## src/rtl/bsg_mux_bitwise_merge_arb.sv

```systemverilog
// bsg_mux_bitwise_merge_arb
//
// Two requesters write masked data into one shared width_p-bit shadow
// register. Each register bit has its own mux. The mux selects a granted
// requester's data bit where that requester's mask is set. Otherwise it keeps
// the held bit.
//
// Requesters with disjoint masks are merged in the same cycle. Requesters with
// overlapping masks are served one at a time in round-robin order. Each updated
// register value is offered downstream on a valid/yumi handshake. Accepting a
// new write in the same cycle that downstream consumes the old one costs no
// bubble.
//
// Ports
//   clk_i        clock
//   reset_i      synchronous, active-high reset
//   v_i[1:0]     per-requester valid, index 0 = requester 0
//   data_i       requester k data at [k*width_p +: width_p]
//   mask_i       requester k write mask, same packing; 1 = overwrite bit
//   yumi_o[1:0]  requester k consumed this cycle (combinational grant)
//   v_o          updated register value pending
//   data_o       shadow register value (meaningful when v_o)
//   yumi_i       downstream consumes data_o this cycle (only while v_o)
//   conflicts_o  saturating count of overlapping-mask grants

module bsg_mux_bitwise_merge_arb #(
    parameter int width_p     = 16,
    parameter int ctr_width_p = 8
) (
    input  logic                   clk_i,
    input  logic                   reset_i,
    input  logic [1:0]             v_i,
    input  logic [2*width_p-1:0]   data_i,
    input  logic [2*width_p-1:0]   mask_i,
    output logic [1:0]             yumi_o,
    output logic                   v_o,
    output logic [width_p-1:0]     data_o,
    input  logic                   yumi_i,
    output logic [ctr_width_p-1:0] conflicts_o
);

    logic [width_p-1:0]     r_r;
    logic                   v_r;
    logic                   last_r;
    logic [ctr_width_p-1:0] cnt_r;

    logic [width_p-1:0]     data0, data1, mask0, mask1;
    logic                   can_acc;
    logic                   conflict;
    logic                   winner;
    logic [1:0]             grant;
    logic [width_p-1:0]     r_mid;
    logic [width_p-1:0]     r_n;
    logic                   cnt_sat;

    assign data0 = data_i[0*width_p +: width_p];
    assign data1 = data_i[1*width_p +: width_p];
    assign mask0 = mask_i[0*width_p +: width_p];
    assign mask1 = mask_i[1*width_p +: width_p];

    // The output slot is free when it is empty or is being drained right now.
    assign can_acc  = ~v_r | yumi_i;
    assign conflict = v_i[0] & v_i[1] & (|(mask0 & mask1));

    // last_r holds the previous conflict winner, so the other requester wins next.
    assign winner   = ~last_r;
    assign cnt_sat  = &cnt_r;

    always_comb begin
        grant = 2'b00;
        if (!reset_i && can_acc) begin
            if (conflict) begin
                grant = winner ? 2'b10 : 2'b01;
            end else begin
                grant = v_i;
            end
        end
    end

    assign yumi_o = grant;

    // Per-bit merge muxes. Requester 0 is applied first and requester 1 second.
    // The order has an effect only when both are granted, and then the masks
    // are disjoint.
    for (genvar b = 0; b < width_p; b++) begin : g_bit
        assign r_mid[b] = (grant[0] & mask0[b]) ? data0[b] : r_r[b];
        assign r_n[b]   = (grant[1] & mask1[b]) ? data1[b] : r_mid[b];
    end

    always_ff @(posedge clk_i) begin
        if (reset_i) begin
            r_r    <= '0;
            v_r    <= 1'b0;
            last_r <= 1'b1;
            cnt_r  <= '0;
        end else if (|grant) begin
            // A zero-mask grant still republishes the unchanged value.
            r_r <= r_n;
            v_r <= 1'b1;
            if (conflict) begin
                last_r <= winner;
                if (!cnt_sat) begin
                    cnt_r <= cnt_r + ctr_width_p'(1);
                end
            end
        end else if (yumi_i) begin
            v_r <= 1'b0;
        end
    end

    assign v_o         = v_r;
    assign data_o      = r_r;
    assign conflicts_o = cnt_r;

    // Handshake protocol checks.
    always_ff @(posedge clk_i) begin
        if (!reset_i) begin
            assert (!(yumi_i && !v_r));
            assert (!(|(yumi_o & ~v_i)));
        end
    end

endmodule

```

## config.mk

```make
export PLATFORM = sky130hd
export DESIGN_NAME = bsg_mux_bitwise_merge_arb
export DESIGN_NICKNAME = d
export VERILOG_FILES = /design/src/rtl/bsg_mux_bitwise_merge_arb.sv
export SDC_FILE = /design/constraint.sdc
export NUM_CORES = 1
export LEC_CHECK = 0
export ABC_AREA = 0
export CAP_MARGIN = 20
export CORE_MARGIN = 1.5
export CORE_UTILIZATION = 44
export DETAILED_ROUTE_END_ITERATION = 6
export PLACE_DENSITY_LB_ADDON = 0.2
export SYNTH_ARGS = -nofsm -noshare
export SYNTH_HDL_FRONTEND = slang
export SYNTH_SLANG_ARGS = --single-unit
```

## constraint.sdc

```tcl
create_clock -name clk_i -period 5.1 [get_ports clk_i]
set_input_delay 1.02 -clock clk_i [delete_from_list [all_inputs] [get_ports clk_i]]
set_output_delay 1.02 -clock clk_i [all_outputs]
set_load 0.05 [all_outputs]
```

==> summary.md <==
| Metric | Value |
|---|---|
| CP Depth | 6 |
| Die area | 0.004940 mm^2 |
| CP Data Required Time | 4.08 ns |
| Arr. time, crit path | between 3 and 4 ns |
| CTS tree | yes |
| Seq pwr share | 39.9% |
| Die W | 70.29 um |
| Pin count of the biggest net entering global routing | 39 |
| Worst slew margin | 38.69% |
| Port buffer count | 95 |
| Mean post-synth cell area | 8.586 um^2 |
| Mapped Nets | approximately 300 |
| Cell area after layout | 0.002999 mm^2 |
| Area after DPL | 0.002944 mm^2 |
| Worst-Margin Slew | 0.9197 ns |
| Post-CTS setup buffer count | 0 |
| Final hold violations | 0 |
| Crit path launch | mask_i[16] |
| Ant diodes | 0 |
| Sw frac | 32.75% |
| Global-route wire length before repair | 10,650 um |
| Max-Cap Viols | 0 |
| Maximum fanout along the worst path | 38 |
| Hold Path Cell Cnt | 1 |
| Initial antenna violation count | 0 |
| Worst setup path end | yumi_o[0] |
| Layout cell share with drive strength beyond 1 | 8.626% |
| DRT Wirelength | 6496 um |
| Clock power share | around a quarter |
| Nets@finish | 384 |
| Die Y | 70.29 um |
| Starting Density | 45.75% |
| Routed Antenna Nets | 0 |
| Area growth syn-to-layout | 50.57% |
| Vias per cell | between 6 and 7 |
| Clock insertion delay at the later pin of the skew report | 0.27 ns |
| Post-DP HPWL | ~4400 um |
| Clock Sinks | 26 |
| Reg2Reg Launch Point | v_o$_SDFFE_PP0P_ |
| Seq/Total Area, Yosys | 26.13% |
| Final Cycle Share | between 80% and 90% |
| Worst Hold Class | register to register |
| CP max-delay cell | or4_4 |
| CTS Buf Count | 3 |
| Core Area | between 0.004 and 0.005 mm^2 |
| Async set or reset register ratio after synthesis | 0% |
| Initial DRC count | 175 |
| Area occupied by multi-input gates | around 0.0013 mm^2 |
| Ys flop type | dfxtp_1 |
| Clk slew on worst S/H paths | ~0.090 ns |
| DRT Pass-1 Iters | 4 |
| Deepest clock path buffer count | 2 |
| CTS Hold Buffers Added | 0 |
| Synth warnings | 0 |
| Internal power | 373.1 uW |
| Psw | 181.7 uW |
| WL/cell | 17.80 um |
| CP cell instances | clkdlybuf4s50_1 -> a22oi_1 -> nand2_1 -> or4_4 -> a21boi_1 -> buf_12 |
| Mapped Area | 0.001992 mm^2 |
| Final routed DRC violation total | 0 |
| Vias in the first global route | 2,297 |
| Synth area leader | dfxtp_1 |
| Seq cells post-synth | 26 |
| Vias | 2,348 |
| Post-CTS Resized | 0 |
| IO Count | 96 |
| GRT Util Overall | 26.08% |
| Final Skew | 0.0009944 ns |
| Share of the synthesized area in the top cell type | 26.13% |
| Peak supply drop | 139.8 uV |
| Pwr dens | approximately 180 mW/mm^2 |
| Worst R2R Path Depth | 5 |
| F_max | between 200 and 250 MHz |
| Register area | 520.5 um^2 |
| Leak Pwr | 0.9641 nW |
| Setup crit start kind | input pin |
| Worst R2R Setup Slack | 2.93 ns |
| Overflow after GRT | 0 |
| WP buf/inv | 2 |
| Cell Rows | 24 |
| CP endpoint kind | output pin |
| Status | finished, final reports clean |
| Crit-path max cell delay | 0.78 ns |
| Gpl congestion | 0.8223 |
| Count of cell types in the netlist | 41 |
| RSZ-0062 raised after global routing | no |
| Commonest cells in the synthesized netlist | dfxtp_1, a31oi_1, a311oi_1 |
| Final setup fails | 0 |
| Setup CP Type | input pin to output pin |
| Family with the most delay on the worst path | simple AND/OR/NAND/NOR gates |
| Synth Instances | 232 |
| Final Critical Period | 4.183 ns |
| Htree depth | 1 |
| Setup TNS | 0 ns |
| Worst r2r dst | conflicts_o[4]$_SDFFE_PP0P_ |
| Filler instances | 351 |
| Top-count cell post-synth | dfxtp_1 |
| Main area contributors after synthesis | dfxtp_1, a311oi_1, o2111ai_1, a2111oi_2, o211ai_1 |
| Root buffer cell | clkbuf_8 |
| Post-synth EDFFs | 0 |
| Comb power frac | 35.6% |
| Slew Viols, Final | 0 |
==> metrics by stage <==
step	power [mW]	hold WS, ns	utilization, %	setup slack (ns)	instances
after floorplan	0.3224	0.5048	-	1.181	232
after global placement	0.4207	0.4761	67.61	0.9371	361
after detailed placement	0.4219	0.4931	67.61	0.9281	361
after CTS	0.5603	0.5209	68.88	0.9098	365
after global routing	0.5810	0.5396	68.88	0.8170	365
final	0.5548	0.5111	68.88	0.9175	365
==> worst register-to-register path: stages, from the launching register on <==
cell      delay [ns]
dfxtp_1         0.32
nand2b_1        0.15
and3_1          0.65
nand2_1         0.35
or4_1           0.53
a21oi_1         0.12
==> layer usage <==
layer  track usage (%)  share of wire (%)
met4             7.479               0.45
met3             4.473                8.7
met5                 0                  0
met2             42.56                 45
met1             35.23                 46
==> registers in the layout, indices dropped and copies added (netlist names) <==
name	flops
data_o	16
conflicts_o	8
last_r	1
v_o	1
==> power by group through the flow <==
stage | Clock (mW) | Sequential [mW] | Combinational [mW]
2_1_floorplan | 0 | 0.259 | 0.0637
3_5_place_dp | 0 | 0.226 | 0.196
6_report | 0.136 | 0.222 | 0.198
4_1_cts | 0.142 | 0.222 | 0.197
3_3_place_gp | 0 | 0.226 | 0.195
5_1_grt | 0.149 | 0.223 | 0.209
==> cells in the final DEF, fill, tap and decap left out, types with 2 or more instances in the layout <==
| cell type | count |
|---|---|
| clkbuf_8 | 4 |
| buf_12 | 2 |
| clkdlybuf4s50_1 | 93 |
| or4_1 | 2 |
| dfxtp_1 | 26 |
| nand2_1 | 11 |
| a21oi_1 | 3 |
| mux2i_1 | 2 |
| a31oi_1 | 18 |
| buf_4 | 6 |
| and4_1 | 2 |
| a21boi_0 | 15 |
| and3_1 | 3 |
| nand2_2 | 2 |
| o311ai_1 | 3 |
| nor2b_1 | 2 |
| nand3_1 | 6 |
| a2111oi_2 | 8 |
| inv_1 | 16 |
| nor2_1 | 4 |
| nand4_1 | 3 |
| nand2b_1 | 2 |
| a2111oi_1 | 8 |
| a22oi_2 | 2 |
| a22oi_1 | 6 |
| a311oi_1 | 17 |
| a21boi_1 | 2 |
| o2111ai_1 | 16 |
| and2_1 | 2 |
| o211ai_1 | 16 |
==> cells by family (layout without fill, tap and decap cells) <==
family	after synthesis	in the layout	synth area share (%)
AO/OA/AOI/OAI	118	118	49.69
adder cells (fa/ha/maj)	1	1	0.6280
buffers and inverters	41	122	9.673
flip-flops	26	26	26.13
multiplexers	2	2	1.005
AND/OR/NAND/NOR	44	44	12.88
==> how the worst min path moves through the flow <==
stage / startpoint / to / slack, ns
global route: conflicts_o[5]$_SDFFE_PP0P_ / conflicts_o[5]$_SDFFE_PP0P_ / 0.54
finish: conflicts_o[5]$_SDFFE_PP0P_ / conflicts_o[5]$_SDFFE_PP0P_ / 0.51
detailed placement: conflicts_o[5]$_SDFFE_PP0P_ / conflicts_o[5]$_SDFFE_PP0P_ / 0.49
CTS: conflicts_o[5]$_SDFFE_PP0P_ / conflicts_o[5]$_SDFFE_PP0P_ / 0.52
floorplan: last_r$_SDFFE_PP1P_ / last_r$_SDFFE_PP1P_ / 0.50
global placement: conflicts_o[5]$_SDFFE_PP0P_ / conflicts_o[5]$_SDFFE_PP0P_ / 0.48
==> final cells by class <==
class | instances | area share [%]
clock buffer | 4 | 1.836
inverter | 17 | 2.128
timing repair buffer | 101 | 33.88
sequential | 26 | 17.35
tap | 52 | 2.169
multi-input combinational | 165 | 42.64
(Power assumes the default switching activity.)
